## config.mk

```make
export PLATFORM = sky130hd
export DESIGN_NAME = rr_decoder_arbiter
export DESIGN_NICKNAME = d
export VERILOG_FILES = /design/src/rtl/rr_decoder_arbiter.sv
export SDC_FILE = /design/constraint.sdc
export NUM_CORES = 1
export LEC_CHECK = 0
export CORE_AREA = 2 2 52 45
export CTS_BUF_LIST = sky130_fd_sc_hd__clkbuf_16
export CTS_CLUSTER_SIZE = 8
export DETAILED_ROUTE_END_ITERATION = 10
export DIE_AREA = 0 0 54 47
export PLACE_DENSITY_LB_ADDON = 0.05
export SLEW_MARGIN = 10
export SYNTH_ARGS = -nofsm -noshare
export SYNTH_HDL_FRONTEND = slang
export SYNTH_SLANG_ARGS = --single-unit
```

## constraint.sdc

```tcl
create_clock -name clk -period 1.59 [get_ports clk]
set_input_delay 0.159 -clock clk [delete_from_list [all_inputs] [get_ports clk]]
set_output_delay 0.159 -clock clk [all_outputs]
set_load 0.02 [all_outputs]
```

## src/rtl/rr_decoder_arbiter.sv

```systemverilog
`default_nettype none
// ============================================================================
// Module      : rr_decoder_arbiter
// Description : 4-way round-robin arbiter with a per-owner hold quantum. The
//               winner is kept as a registered 2-bit index plus enable, and
//               the grant vector is its gated 2-to-4 decode.
// Revision    : 1.0 - initial release
// ============================================================================
module rr_decoder_arbiter #(
    parameter int QUANTUM = 8,
    parameter int CNT_W   = 4
) (
    input  logic       clk,
    input  logic       rst_n,
    input  logic [3:0] req,
    output logic [3:0] gnt,
    output logic [1:0] gnt_idx,
    output logic       gnt_valid
);

    localparam logic [0:0]       S_IDLE    = 1'b0;
    localparam logic [0:0]       S_GRANT   = 1'b1;
    localparam logic [CNT_W-1:0] c_quantum = CNT_W'(QUANTUM);
    localparam logic [CNT_W-1:0] c_one     = CNT_W'(1);

    logic [0:0]       r_state;
    logic [1:0]       r_gnt_idx;
    logic [1:0]       r_ptr;
    logic [CNT_W-1:0] r_hold_cnt;

    logic [0:0]       w_state_nxt;
    logic [1:0]       w_gnt_idx_nxt;
    logic [1:0]       w_ptr_nxt;
    logic [CNT_W-1:0] w_hold_cnt_nxt;

    logic [3:0]       w_others;
    logic [1:0]       w_win_all;
    logic [1:0]       w_win_oth;
    logic             w_owner_req;

    // First index with its bit set, scanning upward from p+1 and wrapping,
    // so p itself is examined last.
    function automatic logic [1:0] f_pick(input logic [3:0] v, input logic [1:0] p);
        logic [1:0] w_sel;
        logic       w_found;
        logic [1:0] w_cand;
        w_sel   = p;
        w_found = 1'b0;
        for (int k = 1; k <= 4; k++) begin
            w_cand = p + 2'(k);
            if (!w_found && v[w_cand]) begin
                w_sel   = w_cand;
                w_found = 1'b1;
            end
        end
        return w_sel;
    endfunction

    always_comb begin
        w_others            = req;
        w_others[r_gnt_idx] = 1'b0;
    end

    assign w_owner_req = req[r_gnt_idx];
    assign w_win_all   = f_pick(req, r_ptr);
    assign w_win_oth   = f_pick(w_others, r_ptr);

    always_comb begin
        w_state_nxt    = r_state;
        w_gnt_idx_nxt  = r_gnt_idx;
        w_ptr_nxt      = r_ptr;
        w_hold_cnt_nxt = r_hold_cnt;
        case (r_state)
            S_IDLE: begin
                if (req != 4'b0000) begin
                    w_state_nxt    = S_GRANT;
                    w_gnt_idx_nxt  = w_win_all;
                    w_ptr_nxt      = w_win_all;
                    w_hold_cnt_nxt = c_one;
                end
            end
            S_GRANT: begin
                if (!w_owner_req) begin
                    if (w_others != 4'b0000) begin
                        w_gnt_idx_nxt  = w_win_oth;
                        w_ptr_nxt      = w_win_oth;
                        w_hold_cnt_nxt = c_one;
                    end else begin
                        w_state_nxt = S_IDLE;
                    end
                end else if ((r_hold_cnt >= c_quantum) && (w_others != 4'b0000)) begin
                    w_gnt_idx_nxt  = w_win_oth;
                    w_ptr_nxt      = w_win_oth;
                    w_hold_cnt_nxt = c_one;
                end else if (r_hold_cnt < c_quantum) begin
                    // Saturate at the quantum rather than wrapping.
                    w_hold_cnt_nxt = r_hold_cnt + c_one;
                end
            end
            default: w_state_nxt = S_IDLE;
        endcase
    end

    always_ff @(posedge clk) begin
        if (!rst_n) begin
            r_state    <= S_IDLE;
            r_gnt_idx  <= 2'd0;
            r_ptr      <= 2'd3;
            r_hold_cnt <= '0;
        end else begin
            r_state    <= w_state_nxt;
            r_gnt_idx  <= w_gnt_idx_nxt;
            r_ptr      <= w_ptr_nxt;
            r_hold_cnt <= w_hold_cnt_nxt;
        end
    end

    assign gnt_valid = (r_state == S_GRANT);
    assign gnt_idx   = r_gnt_idx;

    for (genvar i = 0; i < 4; i++) begin : g_dec
        assign gnt[i] = gnt_valid && (r_gnt_idx == 2'(i));
    end

endmodule
`default_nettype wire

```

### After elaboration in Yosys (flattened, before gate mapping)

Index checks and enable logic that the tools add are counted.

| storage, ports and cells | value |
|---|---|
| bits in registers | 9 |
| input port bits | 6 |
| output and inout bits | 7 |
| logic and storage cells | 98 |

| operators by class | value |
|---|---|
| add/sub/neg operators | 4 |
| order comparisons | 8 |
| equality and inequality tests | 7 |
| mux-type cells | 49 |
| bitwise operators | 3 |
| reduce and logical (&&, ||, !) cells | 23 |

Operators with widths:

| cell | number |
|---|---|
| $mux W2 | 12 |
| $mux W4 | 5 |
| $mux W1 | 19 |
| $bmux W1 S2 | 9 |
| $lt A2 B3 Y1 const B | 5 |
| $logic_and A1 B1 Y1 | 12 |
| $pmux W4 S2 | 1 |
| $reduce_bool A4 Y1 | 2 |
| $logic_not A1 Y1 | 6 |
| $reduce_and A3 Y1 | 2 |
| $add A2 B2 Y2 const B | 2 |
| $add A4 B1 Y4 const B | 1 |
| $and A4 B4 Y4 | 1 |
| $eq A2 B2 Y1 const B | 2 |
| $ge A4 B4 Y1 const B | 1 |
| $lt A4 B4 Y1 const B | 1 |
| $ne A4 B2 Y1 const B | 1 |
| $not A4 Y4 | 1 |
| $pmux W2 S2 | 1 |
| $ne A3 B1 Y1 const B | 1 |
| $ne A3 B2 Y1 const B | 1 |
| $add A2 B1 Y2 const B | 1 |
| $demux W1 S2 | 1 |
| $eq A2 B1 Y1 const B | 1 |
| other kinds (5) | 5 |

### Logic depth before layout (Yosys ltp)

| depth | value |
|---|---|
| word-level depth | 21 |
| mapped depth | 8 |
| gate-level depth less buffers | 6 |

### Least setup slack after synthesis

No wires, ideal clock.

| path | value |
|---|---|
| path type | reg-to-reg |
| start point | register r_gnt_idx[0] (netlist: gnt_idx[0]) |
| end point | register r_hold_cnt[1] |
| library setup time | 0.122 ns |
| arrival | 1.690 ns |
| required time | 1.468 ns |
| path slack | -0.222 ns |
| cell stages (with the launch flop) | 8 |
| buffers on the path | 1 |
| clock period less this slack | 1.812 ns |
| cell sequence | dfxtp_1 buf_6 mux4_1 and2_1 nand2_1 nor2_1 o21ai_0 a21oi_1 |

| between the ends | value |
|---|---|
| word-level cells in the longest chain between the ends | 11 |
| elaborated cells on any way between the ends | 17 |
| those cells by class | order compare: 2; eq/ne: 2; mux: 7; bitwise: 2; reduce/logical: 4 |

Ends and longest elaborated chain:

| what | RTL line | RTL |
|---|---|---|
| from (decl) | 27 | `logic [1:0] r_gnt_idx;` |
| from (signal assigned) | 112 | `r_gnt_idx <= w_gnt_idx_nxt;` |
| $lt A2 B3 Y1 (not written as such) / $ge A2 B1 Y1 (equally long branches) | 61 | `w_others[r_gnt_idx] = 1'b0;` |
| $logic_and A1 B1 Y1 (not written as such) | 61 |  |
| $mux W1 (not written as such) | 61 |  |
| $demux W1 S2 | 61 |  |
| $not A4 Y4 (no line) | - |  |
| $and A4 B4 Y4 (no line) | - |  |
| $reduce_bool A4 Y1 | 84, 91 |  |
| $logic_and A1 B1 Y1 | 91 | `end else if ((r_hold_cnt >= c_quantum) && (w_others != 4'b0000)) begin` |
| $mux W4 | 91 |  |
| $mux W4 | 83 | `if (!w_owner_req) begin` |
| $pmux W4 S2 | 73 | `case (r_state)` |
| to (signal assigned) | 114 | `r_hold_cnt <= w_hold_cnt_nxt;` |
| to (decl) | 29 | `logic [CNT_W-1:0] r_hold_cnt;` |

Several ways; a longest one is shown, not always the timed one. The select of a mux whose other input is x is not followed.
A chain may end at the register's enable or synchronous reset.

### Worst setup path after layout

| path | value |
|---|---|
| start point | register r_ptr[0] |
| end point | register r_gnt_idx[1] (netlist: gnt_idx[1]) |

| between the ends | value |
|---|---|
| word-level cells in the longest chain between the ends | 16 |
| elaborated cells on any way between the ends | 50 |
| those cells by class | add/sub: 3; mux: 35; reduce/logical: 12 |

Ends and longest elaborated chain:

| what | RTL line | RTL |
|---|---|---|
| from (decl) | 28 | `logic [1:0] r_ptr;` |
| from (signal assigned) | 113 | `r_ptr <= w_ptr_nxt;` |
| $add A2 B1 Y2 | 50 | `w_cand = p + 2'(k);` |
| $bmux W1 S2 | 51 | `if (!w_found && v[w_cand]) begin` |
| $mux W1 (not written as such) | 51 |  |
| $mux W1 | 51 |  |
| $logic_not A1 Y1 | 51 |  |
| $logic_and A1 B1 Y1 | 51 |  |
| $mux W1 | 51 |  |
| $logic_not A1 Y1 | 51 |  |
| $logic_and A1 B1 Y1 | 51 |  |
| $mux W1 | 51 |  |
| $logic_not A1 Y1 | 51 |  |
| $logic_and A1 B1 Y1 | 51 |  |
| $mux W2 | 51 |  |
| $mux W2 (on tied branches) | 84, 91 |  |
| $mux W2 | 83 |  |
| $pmux W2 S2 * | 73 |  |

Mark *: on every way between the ends. The rest lies on a longest branch, timed or not. The select of a mux whose other input is x is not followed.

==> summary.txt <==
Detailed routing
  – ANT nets after route: 0
  – DRC: 0
  – Post-DR wirelength/cell: 16.6 µm
  – Drt initial violations: 55
  – DRT Wirelength: 3.17 mm
  – Vias: 1126
  – Vias per cell: 5.90
  – Drt first pass iters: 4

Cells and area
  – FF/Latch Area: 193 µm²
  – Commonest non-fill, non-tap cells in the layout: 32 x buf_4, 14 x nor2_1, 10 x nand2_1
  – Multi-input logic area: 747 µm²
  – Final net count: 175
  – # fillers: 142
  – Antenna diodes: 0
  – Share of layout cells above drive strength 1: 41.0%
  – Synth-to-Final Area Change: 62.3%
  – Commonest non-fill, non-tap cell in the layout: buf_4

Timing
  – Final setup viols: 5
  – Slew margin rel.: 74.8%
  – Final Cycle Share: 113%
  – Fin Clk Skew: 0.00327 ns
  – Count of final max-slew check failures: 0
  – Final worst slack: -0.210 ns
  – Total Neg Setup Slack: -0.656 ns
  – Worst-Margin Slew: 0.374 ns
  – Fmax achieved: 556 MHz
  – RSZ-0062 raised after global routing: yes
  – Final min period: 1.80 ns
  – Final hold vios: 0
  – Hold Slack: 0.503 ns

Placed design
  – Final RePlAce weighted congestion: 0.839
  – Post-DP HPWL: 1.98 mm
  – Port bufs: 12

Yosys
  – Register area share after synthesis: 19.6%
  – Yosys reg bits: 9
  – Syn Nets: 129
  – Yosys warns: 0
  – Netlist Area Pre-Place: 920 µm²
  – Cells after Synth: 121
  – Mean Syn Cell Area: 7.60 µm²
  – EDFF count, synth: 0
  – Primary FF master, synth: dfxtp_1
  – Number of library cell types mapped by synthesis: 48
  – Asr flop ratio synth: 0%

Critical path
  – Critical path class: reg -> reg
  – Worst Setup End Kind: register
  – Cell depth of the worst flop-to-flop path: 6
  – R2R Setup Slk: -0.21 ns
  – Crit path launch type: register
  – Worst r2r dst: gnt_idx[1]$_SDFFE_PN0P_
  – Required time worst endpoint: 1.72 ns
  – Worst r2r src: r_ptr[0]$_SDFFE_PN1P_
  – CP Max Fanout: 6
  – Worst Path Arrival: 1.93 ns

Die
  – Standard-cell rows: 15
  – Core area: 2030 µm²
  – # IOs: 13
  – Die Y: 47 µm
  – Horiz. Die Dim: 54 µm
  – Initial core utilization: 45.4%
  – Die area: 2540 µm²

Clocking
  – Worst-Skew Late Latency: 0.24 ns
  – Worst-path clk slew: 0.04 ns
  – Total CTS buffers: 3
  – Hold buffer count at cts: 0
  – Root buf cell: clkbuf_16
  – Htree depth: 1
  – CTS Sinks: 9
  – CTS Buffer Depth: 2
  – CTS tree: yes

Outcome
  – Status: complete, but fails checks
  – Violated checks: negative setup slack

Global routing
  – Number of global-route vias before repair: 1072
  – Largest net degree at the start of global routing: 10
  – Remaining global-route overflow: 0
  – Total track usage: 27.4%
  – First-pass GRT wire length: 4.86 mm
  – Initial antenna violation count: 0

Power
  – PwrDens: 1510 nW/µm²
  – LEAKAGE: 0.684 nW
  – Worst IR drop on VDD: 0.996 mV

Min path
  – Type of the worst min-delay path: reg -> reg
  – Endpoint, Worst Hold: r_hold_cnt[2]$_SDFFE_PN0P_
  – Hold_sp: r_hold_cnt[2]$_SDFFE_PN0P_
  – Worst hold stages: 2

Run
  – Maxcap violations: 0
[layer usage]
| metal | GRT usage [%] | share of wire [%] | vias to the layer above |
|---|---|---|---|
| li1 | - | - | 531 |
| met4 | 10.5 | 2.5 | 0 |
| met5 | 0 | 0 | - |
| met3 | 6.05 | 4.9 | 11 |
| met2 | 46.3 | 49 | 51 |
| met1 | 34.3 | 44 | 533 |
[power by group]
group,leakage (nW),internal (mW),switching (mW)
clock,0.0423,0.329,0.116
combinational,0.566,0.754,0.633
sequential,0.0754,0.297,0.126
[worst max-delay path, cell delays in order (launching register included)]
cell     delay [ns]
dfxtp_4        0.39
mux4_2         0.55
nor2_1         0.11
a31oi_1        0.05
nor2_1         0.18
o41ai_2        0.13
o32ai_2        0.29
[metrics by stage]
step	instance area (µm²)	util (%)	total power, mW	setup WS [ns]	cells
after floorplan	935	-	1.11	-0.0152	121
after global placement	1290	63.6	1.55	-0.385	182
after detailed placement	1290	63.6	1.57	-0.475	182
after CTS	1430	70.4	2.14	-0.145	190
after global routing	1490	73.6	2.36	-0.248	191
final	1490	73.6	2.26	-0.210	191
[area by class of cell]
type                            count  area share (%)
Tap cell                           25            2.10
Multi-Input combinational cell     97            50.0
Clock inverter                      1           0.251
Timing Repair Buffer               49            27.9
Inverter                            7            1.76
Sequential cell                     9            12.9
Clock buffer                        3            5.03
[Yosys cell counts, types with 2 or more instances]
cell      number  area, µm²
a21oi_1        5       25.0
xnor2_1        2       17.5
or2_1          2       12.5
buf_6          2       22.5
dfxtp_1        9        180
nand3_1        4       20.0
buf_2          3       15.0
inv_1          7       26.3
and3_1         3       18.8
nand2b_1       4       25.0
clkbuf_1       3       11.3
nor3_2         2       20.0
nor4_1         2       12.5
nand4_1        2       12.5
o21ai_0        3       15.0
ha_1           2       25.0
and2_1         5       31.3
nor2_1        15       56.3
a31oi_1        2       12.5
nand2_1       11       41.3
or3_1          2       12.5
mux2i_1        5       50.1
[flip-flops by register name, indices dropped and copies added, names as in the netlist]
register / flops
gnt_valid: 1
r_hold_cnt: 4
r_ptr: 2
gnt_idx: 2
[how the worst max path moves through the flow]
stage	depth (start not counted)	slack, ns	from	end
after floorplan	6	-0.02	gnt_idx[0]$_SDFFE_PN0P_	gnt_idx[0]$_SDFFE_PN0P_
after global placement	7	-0.39	req[0]	r_ptr[1]$_SDFFE_PN1P_
after detailed placement	7	-0.47	req[0]	r_ptr[1]$_SDFFE_PN1P_
after CTS	4	-0.14	gnt_idx[1]$_SDFFE_PN0P_	gnt[1]
after global routing	6	-0.25	r_ptr[0]$_SDFFE_PN1P_	gnt_idx[1]$_SDFFE_PN0P_
final	6	-0.21	r_ptr[0]$_SDFFE_PN1P_	gnt_idx[1]$_SDFFE_PN0P_
[timing repair]
| action | 4_1_cts | 5_1_grt |
|---|---|---|
| endpoints found under the hold margin | 0 | 0 |
| buffers inserted | 4 | 1 |
| gates resized for setup | 19 | 16 |
| setup endpoints to repair | 12 | 11 |
| pin swaps | 4 | 5 |
[kinds of logic (layout without fill, tap and decap cells)]
logic type	Yosys count	in the layout	share of synthesized area, %
xor+xnor	2	2	1.91
simple gates	60	60	35.6
mux	7	7	10.7
flops	9	9	19.6
buf+inv	15	60	8.16
compound gates	26	26	21.2
fa+ha+maj	2	2	2.72
No activity file was read; power rests on OpenSTA's default activity.
==> RTL change 1: new RTL, config.mk and constraints unchanged <==
Reset style: asynchronous (`rst_n`), changed in one clocked block.
--- a/src/rtl/rr_decoder_arbiter.sv
+++ b/src/rtl/rr_decoder_arbiter.sv
@@ -101,7 +101,7 @@
         endcase
     end
 
-    always_ff @(posedge clk) begin
+    always_ff @(posedge clk or negedge rst_n) begin
         if (!rst_n) begin
             r_state    <= S_IDLE;
             r_gnt_idx  <= 2'd0;
Check against the original RTL: differs if rst_n is asserted again (counterexample within 4 cycles, from zero or initial values and one cycle with rst_n low); with rst_n held inactive, the same outputs for 10 cycles.
==> RTL change 1 against the unedited design <==
The run still ends with negative setup slack left. Largest power group unchanged. Synthesized cell count is 18% lower. Sequential cell count stayed put. Combinational power is 33% higher. Power is 23% higher. Worst setup slack better by 39 ps. Worst hold slack worse by 280 ps. Design area is 9.1% lower. Routed wire length is 22% lower. Area after synthesis is 2.4% lower. Non-clock buffer count is 7 lower. Count of clock-buffer cells in the layout stayed put. Clock power is 2% lower.
==> RTL change 1: results (changes against the unedited design) <==
stage	metric	value	unit	change
status	outcome	finished with violations		unchanged
status	failing checks	negative setup slack		unchanged
clock_network	clock buffer depth	2		unchanged
cells_and_area	Layout Cells excl Fill	161		was 191
synthesis	ys flop type	dfrtp_1		was dfxtp_1
synthesis	Synth Area in Compound Gates	0.265		was 0.212
placement	RePlAce Congestion	0.856		was 0.839
synthesis	Synth Net Count	107		was 129
synthesis	Post-Syn Area per Cell	9.06	um2	was 7.60 um2
synthesis	Async S/R FF share, synth	1.00		was 0
cells_and_area	fraction of layout cells with a size suffix above 1	0.500		was 0.410
route	WL final	2.48	mm	was 3.17 mm
cells_and_area	Reg with most FFs	r_hold_cnt		unchanged
synthesis	post-synthesis adder-cell area fraction	0.0279		was 0.0272
sta	setup ws final	-171	ps	was -210 ps
worst_setup_path	CP top delay family	compound AO/OA/AOI/OAI gates		was multiplexers
grt	largest net degree at the start of global routing	10		unchanged
synthesis	post-synth cell types	47		was 48
clock_network	Clock transition at path regs	40	ps	about the same
worst_setup_path	slowest CP cell	dfstp_2		was mux4_2
worst_setup_path	crit path max fanout	6		unchanged
grt	first-pass GRT wire length	4.08	mm	was 4.86 mm
route	Initial DRC Count	11		was 55
power	P_leak	0.630	nW	was 0.684 nW
synthesis	Synth Area in XOR/XNOR	0.0391		was 0.0190
worst_hold_path	min-delay worst type	primary input to async pin		was flop to flop
route	DRT Pass-1 Iters	4		unchanged
grt	GRT Util Overall	0.233		was 0.274
cells_and_area	Fillers	169		was 142
sta	final hold violation count	0		unchanged
clock_network	Inserted Clock Buffers	3		unchanged
clock_network	clock insertion delay at the later pin of the skew report	230	ps	
sta	Setup TNS	-831	ps	was -656 ps
worst_setup_path	max incr delay on CP	580	ps	was 550 ps
placement	Port Buffers	12		unchanged
clock_network	root buffer cell	clkbuf_16		unchanged
synthesis	Synth area leaders	dfrtp_1 20%, dfstp_2 5.9%, and2b_2 3.9%, nor2_1 3.8%, buf_6 3.8%		was dfxtp_1 20%, nor2_1 6.1%, mux2i_1 5.4%, nand2_1 4.5%, and2_1 3.4%
route	vias per cell	5.53		was 5.90
clock_network	H-tree levels	1		unchanged
worst_setup_path	worst path arrival time	1870	ps	was 1930 ps
synthesis	Warnings, synthesis	0		unchanged
placement	Place WS	-452	ps	was -475 ps
synthesis	Post-synth top cells	9 x nor2_1, 7 x dfrtp_1, 7 x inv_1		was 15 x nor2_1, 11 x nand2_1, 9 x dfxtp_1
synthesis	Seq/Total Area, Yosys	0.254		was 0.196
cells_and_area	max reg flops	4		unchanged
synthesis	mux cell area share after synthesis	0.0418		was 0.107
cells_and_area	ANT cells	0		unchanged
sta	slew margin rel.	0.726		was 0.748
grt	vias in the first global route	841		was 1072
placement	half-perimeter wire length after placement	1.72	mm	was 1.98 mm
power	peak supply drop	0.00109	V	was 0.000996 V
sta	# setup viols final	8		was 5
sta	Hold Slack	225	ps	was 503 ps
placement	placed inst area	0.00115	mm2	was 0.00129 mm2
power	sw frac	0.393		was 0.388
sta	Clock Skew	1.65	ps	was 3.27 ps
grt	initial antenna violation count	0		unchanged
cells_and_area	layout net count	145		was 175
-- RTL change 1: cell types whose count changed after synthesis, moves of 3 or more --
cell / delta
a21oi_1: -4
and2_1: -3
and2b_2: +4
and3_1: -3
clkbuf_1: -3
dfrtp_1: +7
dfxtp_1: -9
mux2i_1: -5
nand2_1: -7
nor2_1: -6
o21ai_0: +3
-- RTL change 1: final cells by class --
| class | count | share of cell area |
|---|---|---|
| inverter | 7 | 0.0194 |
| sequential | 9 | 0.170 |
| clock buffer | 3 | 0.0554 |
| clock inverter | 1 | 0.00277 |
| tap | 25 | 0.0231 |
| multi-input combinational | 74 | 0.470 |
| timing repair buffer | 42 | 0.260 |
-- RTL change 1: power by group through the flow --
stage,Combinational [mW],Sequential [mW],Clock (mW)
after floorplan,1.02,0.452,0
after global placement,1.46,0.514,0
after detailed placement,1.49,0.516,0
after CTS,1.75,0.474,0.444
after global routing,2.01,0.498,0.463
final,1.85,0.481,0.437
-- RTL change 1: timing repair --
action	4_1_cts	5_1_grt
pin swaps	6	7
setup endpoints to repair	13	12
setup buffers	6	0
gates cloned	0	0
resized for setup	26	18
-- RTL change 1: final timing paths --
| path | startpoint | endpoint | cells past startpoint |
|---|---|---|---|
| max in group asynchronous | rst_n | r_ptr[1] | 1 |
| min in group clk | r_hold_cnt[1] | r_hold_cnt[1] | 1 |
| min | rst_n | r_hold_cnt[3] | 1 |
| max | r_ptr[0] | gnt_idx[0] | 6 |
| min reg2reg | r_hold_cnt[1] | r_hold_cnt[1] | 1 |
| max reg2reg | r_ptr[0] | gnt_idx[0] | 6 |
-- RTL change 1: cell families (layout without fill, tap and decap cells) --
kind of cell | Yosys count | in the layout
muxes | 2 | 2
and+or+nand+nor | 37 | 37
adders and majority gates | 2 | 2
buffers and inverters | 16 | 53
DFF | 9 | 9
xor gates and xnor gates | 4 | 4
AOI/OAI and AO/OA | 29 | 29
-- RTL change 1: layer usage --
metal | vias up | part of all wire | routed length (um) | GRT usage
li1 | 436 | - | - | -
met1 | 421 | 0.47 | 1160 | 0.300
met2 | 28 | 0.46 | 1140 | 0.366
met3 | 5 | 0.055 | 137 | 0.0637
met4 | 0 | 0.017 | 42 | 0.105
met5 | - | 0 | 0 | 0
-- RTL change 1: through the flow --
step / total power [mW] / utilization
6_report: 2.77 / 0.669
5_1_grt: 2.97 / 0.669
4_1_cts: 2.67 / 0.654
3_5_place_dp: 2.00 / 0.565
3_3_place_gp: 1.98 / 0.565
2_1_floorplan: 1.47 / -
==> RTL change 2: new RTL, config.mk and constraints unchanged <==
Made on the original files. `CNT_W`: 4 -> 6.
--- a/src/rtl/rr_decoder_arbiter.sv
+++ b/src/rtl/rr_decoder_arbiter.sv
@@ -8,7 +8,7 @@
 // ============================================================================
 module rr_decoder_arbiter #(
     parameter int QUANTUM = 8,
-    parameter int CNT_W   = 4
+    parameter int CNT_W   = 6
 ) (
     input  logic       clk,
     input  logic       rst_n,
Behaviour: no difference found for any inputs over 10 cycles, from zero or initial values and one cycle with rst_n low; that may be too few to reach the edited logic, so the function may still have changed.
==> RTL change 2 against the unedited design <==
Maximum frequency down 6.7%. Synthesized cell count is 5.8% higher. Routed wire length fell by 3.5%. Design area decreased by 0.59%. The flow still finishes with violations (negative setup slack). Area after synthesis rose by 3.5%. Sequential cell count increased by 2. Sequential share of layout area rose by 2.6 points. Critical path depth decreased by 1. Power shrank 22%. Sequential power fell by 2%. Worst setup slack worse by 130 ps. Highest routed layer unchanged. Global-route usage fell by 1.3 points. Clock power is 0.9% higher.
==> RTL change 2: results (changes against the unedited design) <==
stage	metric	value	unit	change
status	outcome	finished with violations		unchanged
status	failing checks	negative setup slack		unchanged
cells_and_area	clock network area share	0.0531		was 0.0528
cells_and_area	fraction of layout cells with a size suffix above 1	0.367		was 0.410
grt	first-pass GRT wire length	4.74	mm	was 4.86 mm
route	vias per cell	5.89		was 5.90
synthesis	number of synthesized register bits	11		was 9
synthesis	Post-Syn Area per Cell	7.44	um2	was 7.60 um2
grt	met2 usage	0.451		was 0.463
power	internal power	1.14	mW	was 1.38 mW
route	met2 WL	1.47	mm	was 1.54 mm
placement	placed inst area	0.00132	mm2	was 0.00129 mm2
synthesis	Synth Net Count	136		was 129
cells_and_area	signal buffers share of area	0.263		was 0.279
route	Initial DRC Count	44		was 55
synthesis	Synth Area in Compound Gates	0.307		was 0.212
worst_hold_path	Worst Hold Depth	1		was 2
worst_setup_path	launch point of the worst path	gnt_idx[1]		was r_ptr[0]
power	Comb pwr share	0.507		was 0.615
power	peak supply drop	0.00120	V	was 0.000996 V
grt	GRT met3 Usage	0.0732		was 0.0605
synthesis	Seq/Total Area, Yosys	0.231		was 0.196
power	P_leak	0.657	nW	was 0.684 nW
sta	# setup viols final	10		was 5
cells_and_area	Non-clk invs	8		was 7
sta	setup ws final	-338	ps	was -210 ps
synthesis	mux cell area share after synthesis	0.0237		was 0.107
cells_and_area	Layout Cells excl Fill	194		was 191
worst_setup_path	max incr delay on CP	500	ps	was 550 ps
worst_setup_path	reg2reg path depth	5		was 6
grt	largest net degree at the start of global routing	12		was 10
cells_and_area	max reg flops	6		was 4
grt	GRT Util Overall	0.260		was 0.274
-- RTL change 2: cell count changes after synthesis, sizes merged, moves of 3 or more --
cell    unedited run  this run
mux2i              5         0
nor2              15         7
a21boi             1         4
nor2b              0         3
o21ai              3         8
nand2b             4         7
-- RTL change 2: through the flow --
| stage | utilization | TNS [ps] | setup WS (ps) | power [mW] | hold slack, ps |
|---|---|---|---|---|---|
| after floorplan | - | -1220 | -294 | 0.820 | 323 |
| after global placement | 0.649 | -5300 | -695 | 1.17 | 472 |
| after detailed placement | 0.649 | -5490 | -701 | 1.19 | 470 |
| after CTS | 0.704 | -2150 | -334 | 1.68 | 493 |
| after global routing | 0.732 | -2610 | -391 | 1.85 | 515 |
| final | 0.732 | -2130 | -338 | 1.76 | 494 |
-- RTL change 2: worst max-delay path, delay by kind of cell, from the launching register on --
kind	cells	cell delay, ps
simple gates	2	660
compound gates	2	320
mux	1	500
flops	1	380
